`src/rtl/gt5230_por_pkg.sv`:
```
// Shared definitions for the power-on configuration loader: FSM encoding,
// default timing/address parameters and the configuration word count.
package gt5230_por_pkg;

   typedef enum logic [2:0] {
      IDLE   = 3'd0,
      SETTLE = 3'd1,
      CLR    = 3'd2,
      READ   = 3'd3,
      NEXT   = 3'd4,
      DONE   = 3'd5
   } por_state_e;

   localparam int          DEF_SETTLE_CYC = 16;
   localparam int          DEF_RD_CYC     = 4;
   localparam logic [15:0] DEF_BASE_ADDR  = 16'hFFF0;
   localparam int          NUM_WORDS      = 4;
   localparam int          WORD_W         = 2;
   localparam int          MAX_RETRY      = 2;
   localparam int          CNT_W          = 16;

   // EEPROM address of a configuration word; wraps modulo 2^16.
   function automatic logic [15:0] word_addr(input logic [15:0] base,
                                             input logic [WORD_W-1:0] idx);
      return base + {{(16-WORD_W){1'b0}}, idx};
   endfunction

endpackage

```
`src/rtl/por_cfg_module.sv`:
```
// Power-on configuration loader: settles, then reads four 32-bit trim words
// from EEPROM. Define POR_ECC_RETRY_EN to re-read a word on ECC error.
module por_cfg_module
   import gt5230_por_pkg::*;
#(
   parameter int          SETTLE_CYC = DEF_SETTLE_CYC,
   parameter int          RD_CYC     = DEF_RD_CYC,
   parameter logic [15:0] BASE_ADDR  = DEF_BASE_ADDR
) (
   input  logic         sys_clk,
   input  logic         sys_rst,
   input  logic [37:0]  ee_rd_data,
   input  logic         ecc_err,
   input  logic         cfg_reload,
   output logic         por_rd_en,
   output logic         por_vs_en,
   output logic [15:0]  por_ee_addr,
   output logic         por_tc_sel,
   output logic         por_clr_dl,
   output logic         por_cfg_done,
   output logic [127:0] cfg_data,
   output logic         cfg_err
);

   por_state_e        state, state_nxt;
   logic [CNT_W-1:0]  cnt;
   logic [WORD_W-1:0] word_idx;
   logic              settle_last;
   logic              read_last;
   logic              retry;
   logic              last_word;

   // Only the trim payload is kept; the upper EEPROM bits carry no configuration.
   logic unused_ee_hi;
   assign unused_ee_hi = ^ee_rd_data[37:32];

   assign settle_last = (state == SETTLE) && (cnt == CNT_W'(SETTLE_CYC - 1));
   assign read_last   = (state == READ)   && (cnt == CNT_W'(RD_CYC - 1));
   assign last_word   = (word_idx == WORD_W'(NUM_WORDS - 1));

`ifdef POR_ECC_RETRY_EN
   logic [1:0] retry_cnt;
   assign retry = read_last && ecc_err && (retry_cnt < 2'(MAX_RETRY));
`else
   assign retry = 1'b0;
`endif

   // NOTE: reset here is synchronous, so it appears only inside the clocked
   // branch and never in the sensitivity list.
   always_ff @(posedge sys_clk) begin
      if (sys_rst) state <= IDLE;
      else         state <= state_nxt;
   end

   // NOTE: every output of this block gets a default first so no path leaves
   // a signal unassigned, which would infer a latch.
   always_comb begin
      state_nxt    = state;
      por_rd_en    = 1'b0;
      por_vs_en    = 1'b0;
      por_ee_addr  = 16'h0000;
      por_tc_sel   = 1'b0;
      por_clr_dl   = 1'b0;
      por_cfg_done = 1'b0;
      case (state)
         IDLE:   state_nxt = SETTLE;
         SETTLE: if (settle_last) state_nxt = CLR;
         CLR: begin
            por_clr_dl  = 1'b1;
            por_tc_sel  = 1'b1;
            por_ee_addr = word_addr(BASE_ADDR, word_idx);
            state_nxt   = READ;
         end
         READ: begin
            por_rd_en   = 1'b1;
            por_vs_en   = 1'b1;
            por_tc_sel  = 1'b1;
            por_ee_addr = word_addr(BASE_ADDR, word_idx);
            // The NEXT decision is folded into the last READ cycle, so the
            // state register never actually holds NEXT.
            if (read_last) begin
               if (retry || !last_word) state_nxt = CLR;
               else                     state_nxt = DONE;
            end
         end
         NEXT: state_nxt = CLR;
         DONE: begin
            por_cfg_done = 1'b1;
            if (cfg_reload) state_nxt = CLR;
         end
         default: state_nxt = IDLE;
      endcase
   end

   // NOTE: sequential state uses non-blocking assignments so every register
   // samples pre-edge values regardless of statement order.
   always_ff @(posedge sys_clk) begin
      if (sys_rst) begin
         cnt       <= '0;
         word_idx  <= '0;
         cfg_data  <= '0;
         cfg_err   <= 1'b0;
`ifdef POR_ECC_RETRY_EN
         retry_cnt <= '0;
`endif
      end else begin
         if ((state == SETTLE && !settle_last) || (state == READ && !read_last))
            cnt <= cnt + 1'b1;
         else
            cnt <= '0;

         if (read_last) begin
            if (retry) begin
`ifdef POR_ECC_RETRY_EN
               retry_cnt <= retry_cnt + 1'b1;
`endif
            end else begin
               cfg_data[{word_idx, 5'd0} +: 32] <= ee_rd_data[31:0];
               if (ecc_err) cfg_err <= 1'b1;
               word_idx <= word_idx + 1'b1;
`ifdef POR_ECC_RETRY_EN
               retry_cnt <= '0;
`endif
            end
         end

         if (state == DONE && cfg_reload) begin
            word_idx <= '0;
            cfg_err  <= 1'b0;
`ifdef POR_ECC_RETRY_EN
            retry_cnt <= '0;
`endif
         end
      end
   end

endmodule

```
`config.mk`:
```
export PLATFORM = sky130hd
export DESIGN_NAME = por_cfg_module
export DESIGN_NICKNAME = d
export VERILOG_FILES = /design/src/rtl/gt5230_por_pkg.sv /design/src/rtl/por_cfg_module.sv
export SDC_FILE = /design/constraint.sdc
export NUM_CORES = 1
export LEC_CHECK = 0
export ABC_AREA = 1
export CORE_MARGIN = 1.5
export CORE_UTILIZATION = 43
export DETAILED_ROUTE_END_ITERATION = 8
export GPL_TIMING_DRIVEN = 1
export PLACE_DENSITY = 0.87
export SYNTH_ARGS = -nofsm -noshare
export SYNTH_HDL_FRONTEND = slang
export SYNTH_SLANG_ARGS = --single-unit
```
`constraint.sdc`:
```
create_clock -name sys_clk -period 1.87 [get_ports sys_clk]
set_input_delay 0.374 -clock sys_clk [delete_from_list [all_inputs] [get_ports sys_clk]]
set_output_delay 0.374 -clock sys_clk [all_outputs]
set_load 0.03 [all_outputs]
```
==> impl_metrics.csv <==
group,metric,value,unit
run_status,status,"finished clean",
grt,grt_pass1_vias,6276,
cts,clk_path_buf_depth,2,
timing,setup_violations,0,
setup_path,rr_endpoint,"cfg_data[79]",
power,pwr-share-comb,6.3,%
synthesis,avgSynthCellArea,6.797,sq um
detailed_routing,ant_nets,0,
synthesis,synth_ff_type,"dfxtp_1",
setup_path,crit_chain,"clkdlybuf4s50_1",
floorplanning,coreArea,15200,sq um
floorplanning,die-area,16290,sq um
timing,rsz0062_at_grt,"true",
synthesis,ys_types,27,
timing,setup_slack,0.01268,ns
power,power.density,765.4,nW/um^2
finish,layout_commonest_cell,"nand2_1",
timing,slew_violations,0,
finish,finalNetCount,1200,
power,clockPowerShare,49.7,%
timing,fin_crit,1.857,ns
setup_path,cp.required,1.50,ns
cts,tritoncts.num_buffers,17,
power,p_int,5646,uW
detailed_routing,drtIter0Drc,514,
finish,area_growth,42.96,%
setup_path,slowest_stage,"clkdlybuf4s50_1",
setup_path,critical_path.endpoint,"cfg_data[42]",
power,p_seq_share,44.0,%
timing,hold_ws,0.4417,ns
detailed_routing,wirelength,21140,microns
power,vdd_ir_drop_max,0.5356,mV
setup_path,crit_arrival,1.48,ns
floorplanning,num_rows,45,
setup_path,crit_buf_inv,1,
grt,overflow,0,
place,dpl.hpwl,14050,microns
synthesis,synth_edf_count,0,
detailed_routing,drt-vias-per-instance,5.186,
synthesis,synth-async-reset-ratio,0,%
synthesis,synthTopCellsByArea,"dfxtp_1 (45%), nand2_1 (14%), nor2_1 (9.9%), a21oi_1 (8.6%), inv_1 (4.9%)",
min_path,hold_path.class,"register to register",
setup_path,worst-setup-path-type,"register to output port",
grt,grt_antenna_before_repair,0,
grt,grt_max_degree,98,
place,place_inst,1310,
setup_path,worst-path-stages,1,
setup_path,ff2ff_path_depth,9,
setup_path,startpoint_type,"register",
cts,cts_tree,"done",
power,switchingPower,1665,uW
floorplanning,fp.dieH,127.7,microns
timing,fmax,538.4,MHz
setup_path,end_kind,"output port",
setup_path,cp-startpoint,"cfg_data[42]",
cts,clk_root_buffer_cell,"clkbuf_16",
finish,fin_cells,1353,
floorplanning,pin_count,192,
synthesis,synthesis.area,6681,sq um
detailed_routing,firstDrtPassIters,6,
timing,skew,0.008283,ns
cts,cts.clk_slew.worst_paths,0.06,ns
synthesis,seq_area_frac_synth,44.94,%
synthesis,ys_seq_elements,150,
detailed_routing,drcViolationCount,0,
place,portBuffers,183,
setup_path,cp_max_fo,2,
grt,grt_pass1_wl,32070,microns
job,maxCapViolations,0,
timing,hold_viol_final,0,
place,gp_congestion,0.9079,
synthesis,yosysWarnings,0,
grt,grtUsageTotal,24.92,%
detailed_routing,wire_per_inst,15.62,microns
finish,final_cell_mix,"nand2_1 (248), nor2_1 (174), dfxtp_1 (148)",
setup_path,max_stage_delay,0.72,ns
cts,insertion_delay,0.43,ns
cts,cts_hold_buf,0,
finish,diodes,0,
cts,htreeDepth,4,
synthesis,yosys.area.top_type,"dfxtp_1",
timing,finalCritPeriodShare,99.32,%
place,placed_area,8701,sq um
synthesis,netlist.area_leader.share,44.94,%
floorplanning,initial_core_util,43.95,%
finish,finalInstanceArea,9552,sq um
setup_path,r2r_slack,0.06,ns
power,leakagePower,0.003830,uW
place,place_ws,-0.02412,ns
detailed_routing,vias,7017,
setup_path,r2r-start,"cnt[0]",
setup_path,critPathTopFamily,"buffers and inverters",
floorplanning,die_w,127.7,microns
synthesis,netlist_instances,983,
finish,drive_gt1_share,9.099,%
cts,cts.sinks,150,
power,swShare,22.78,%
==> state kept, by name (all words and copies together), names as in the netlist <==
name and count:
cfg_data 128, cnt 16, state 3, word_idx 2, cfg_err 1
==> power groups by stage <==
| stage | Combinational (uW) | Sequential, uW | Clock, uW |
|---|---|---|---|
| floorplan | 303 | 3280 | 0 |
| global placement | 459 | 3280 | 0 |
| finish | 461 | 3210 | 3640 |
| CTS | 455 | 3210 | 3680 |
| detailed placement | 464 | 3280 | 0 |
| global route | 492 | 3210 | 3820 |
==> stage by stage <==
step | setup TNS (ns) | util, % | power, uW
after floorplan | 0 | - | 3585
after global placement | 0 | 57.23 | 3740
after detailed placement | -0.02412 | 57.23 | 3746
after CTS | -0.09553 | 61.45 | 7344
after global routing | -0.1137 | 62.83 | 7522
final | 0 | 62.83 | 7311
==> synthesized netlist by cell type, types with 2 or more instances <==
library cell  instances
o21ai_0              56
nand4_1               4
nor2_1              176
buf_2                11
nor4_1               11
nor2_4                6
or2_2                 2
inv_2                 2
a31oi_1               2
nor3_1                8
clkinv_1              2
inv_1                88
a21oi_1             115
buf_4                24
dfxtp_1             150
nand2_1             250
xor2_1                5
clkbuf_2              2
clkbuf_1             40
nand3_1              17
ha_1                  6
==> how the worst min path moves through the flow <==
| stage | end | cells past startpoint | start | slack (ns) |
|---|---|---|---|---|
| after global routing | cfg_data[124] | 2 | cfg_data[124] | 0.46 |
| after detailed placement | cfg_data[103] | 2 | cfg_data[103] | 0.44 |
| after floorplan | cnt[0] | 1 | cnt[0] | 0.42 |
| after global placement | cnt[0] | 1 | cnt[0] | 0.43 |
| after CTS | cfg_data[103] | 2 | cfg_data[103] | 0.45 |
| final | cfg_data[97] | 2 | cfg_data[97] | 0.44 |
==> routing by layer <==
layer / share of wire, % / track usage [%]
met5: 0 / 0
met4: 4.1 / 11.30
met3: 7.5 / 5.342
met2: 46 / 38.22
met1: 43 / 33.77
==> logic make-up (layout without fill, tap and decap cells) <==
kind of cell               count (synthesis)  in the layout  share of synthesized area [%]
and+or+nand+nor                          478            478                          29.03
AOI/OAI and AO/OA                        174            174                          13.11
buffers and inverters                    169            350                          11.09
DFF                                      150            150                          44.94
adders and majority gates                  6              6                          1.124
xor gates and xnor gates                   5              5                         0.6554
other                                      1              2                        0.05613
==> tightest hold or removal path, cell delays in order (launching register included) <==
cell,delay (ns)
dfxtp_1,0.31
inv_1,0.04
a21oi_1,0.05
==> timing repair <==
action	4_1_cts	5_1_grt
buffers inserted	1	4
resized for setup	24	32
pin swaps	1	5
cloned	0	6
setup endpoints to repair	28	127
==> cell type report <==
class	count	area, sq um
Clock buffer	20	446.7
Clock inverter	12	176.4
Fill cell	1269	5650
Inverter	92	354.1
Multi-Input combinational cell	665	2977
Sequential cell	150	3005
Tap cell	188	235.2
Timing Repair Buffer	225	2350
Timing Repair inverter	1	7.507
(Power assumes the default switching activity.)
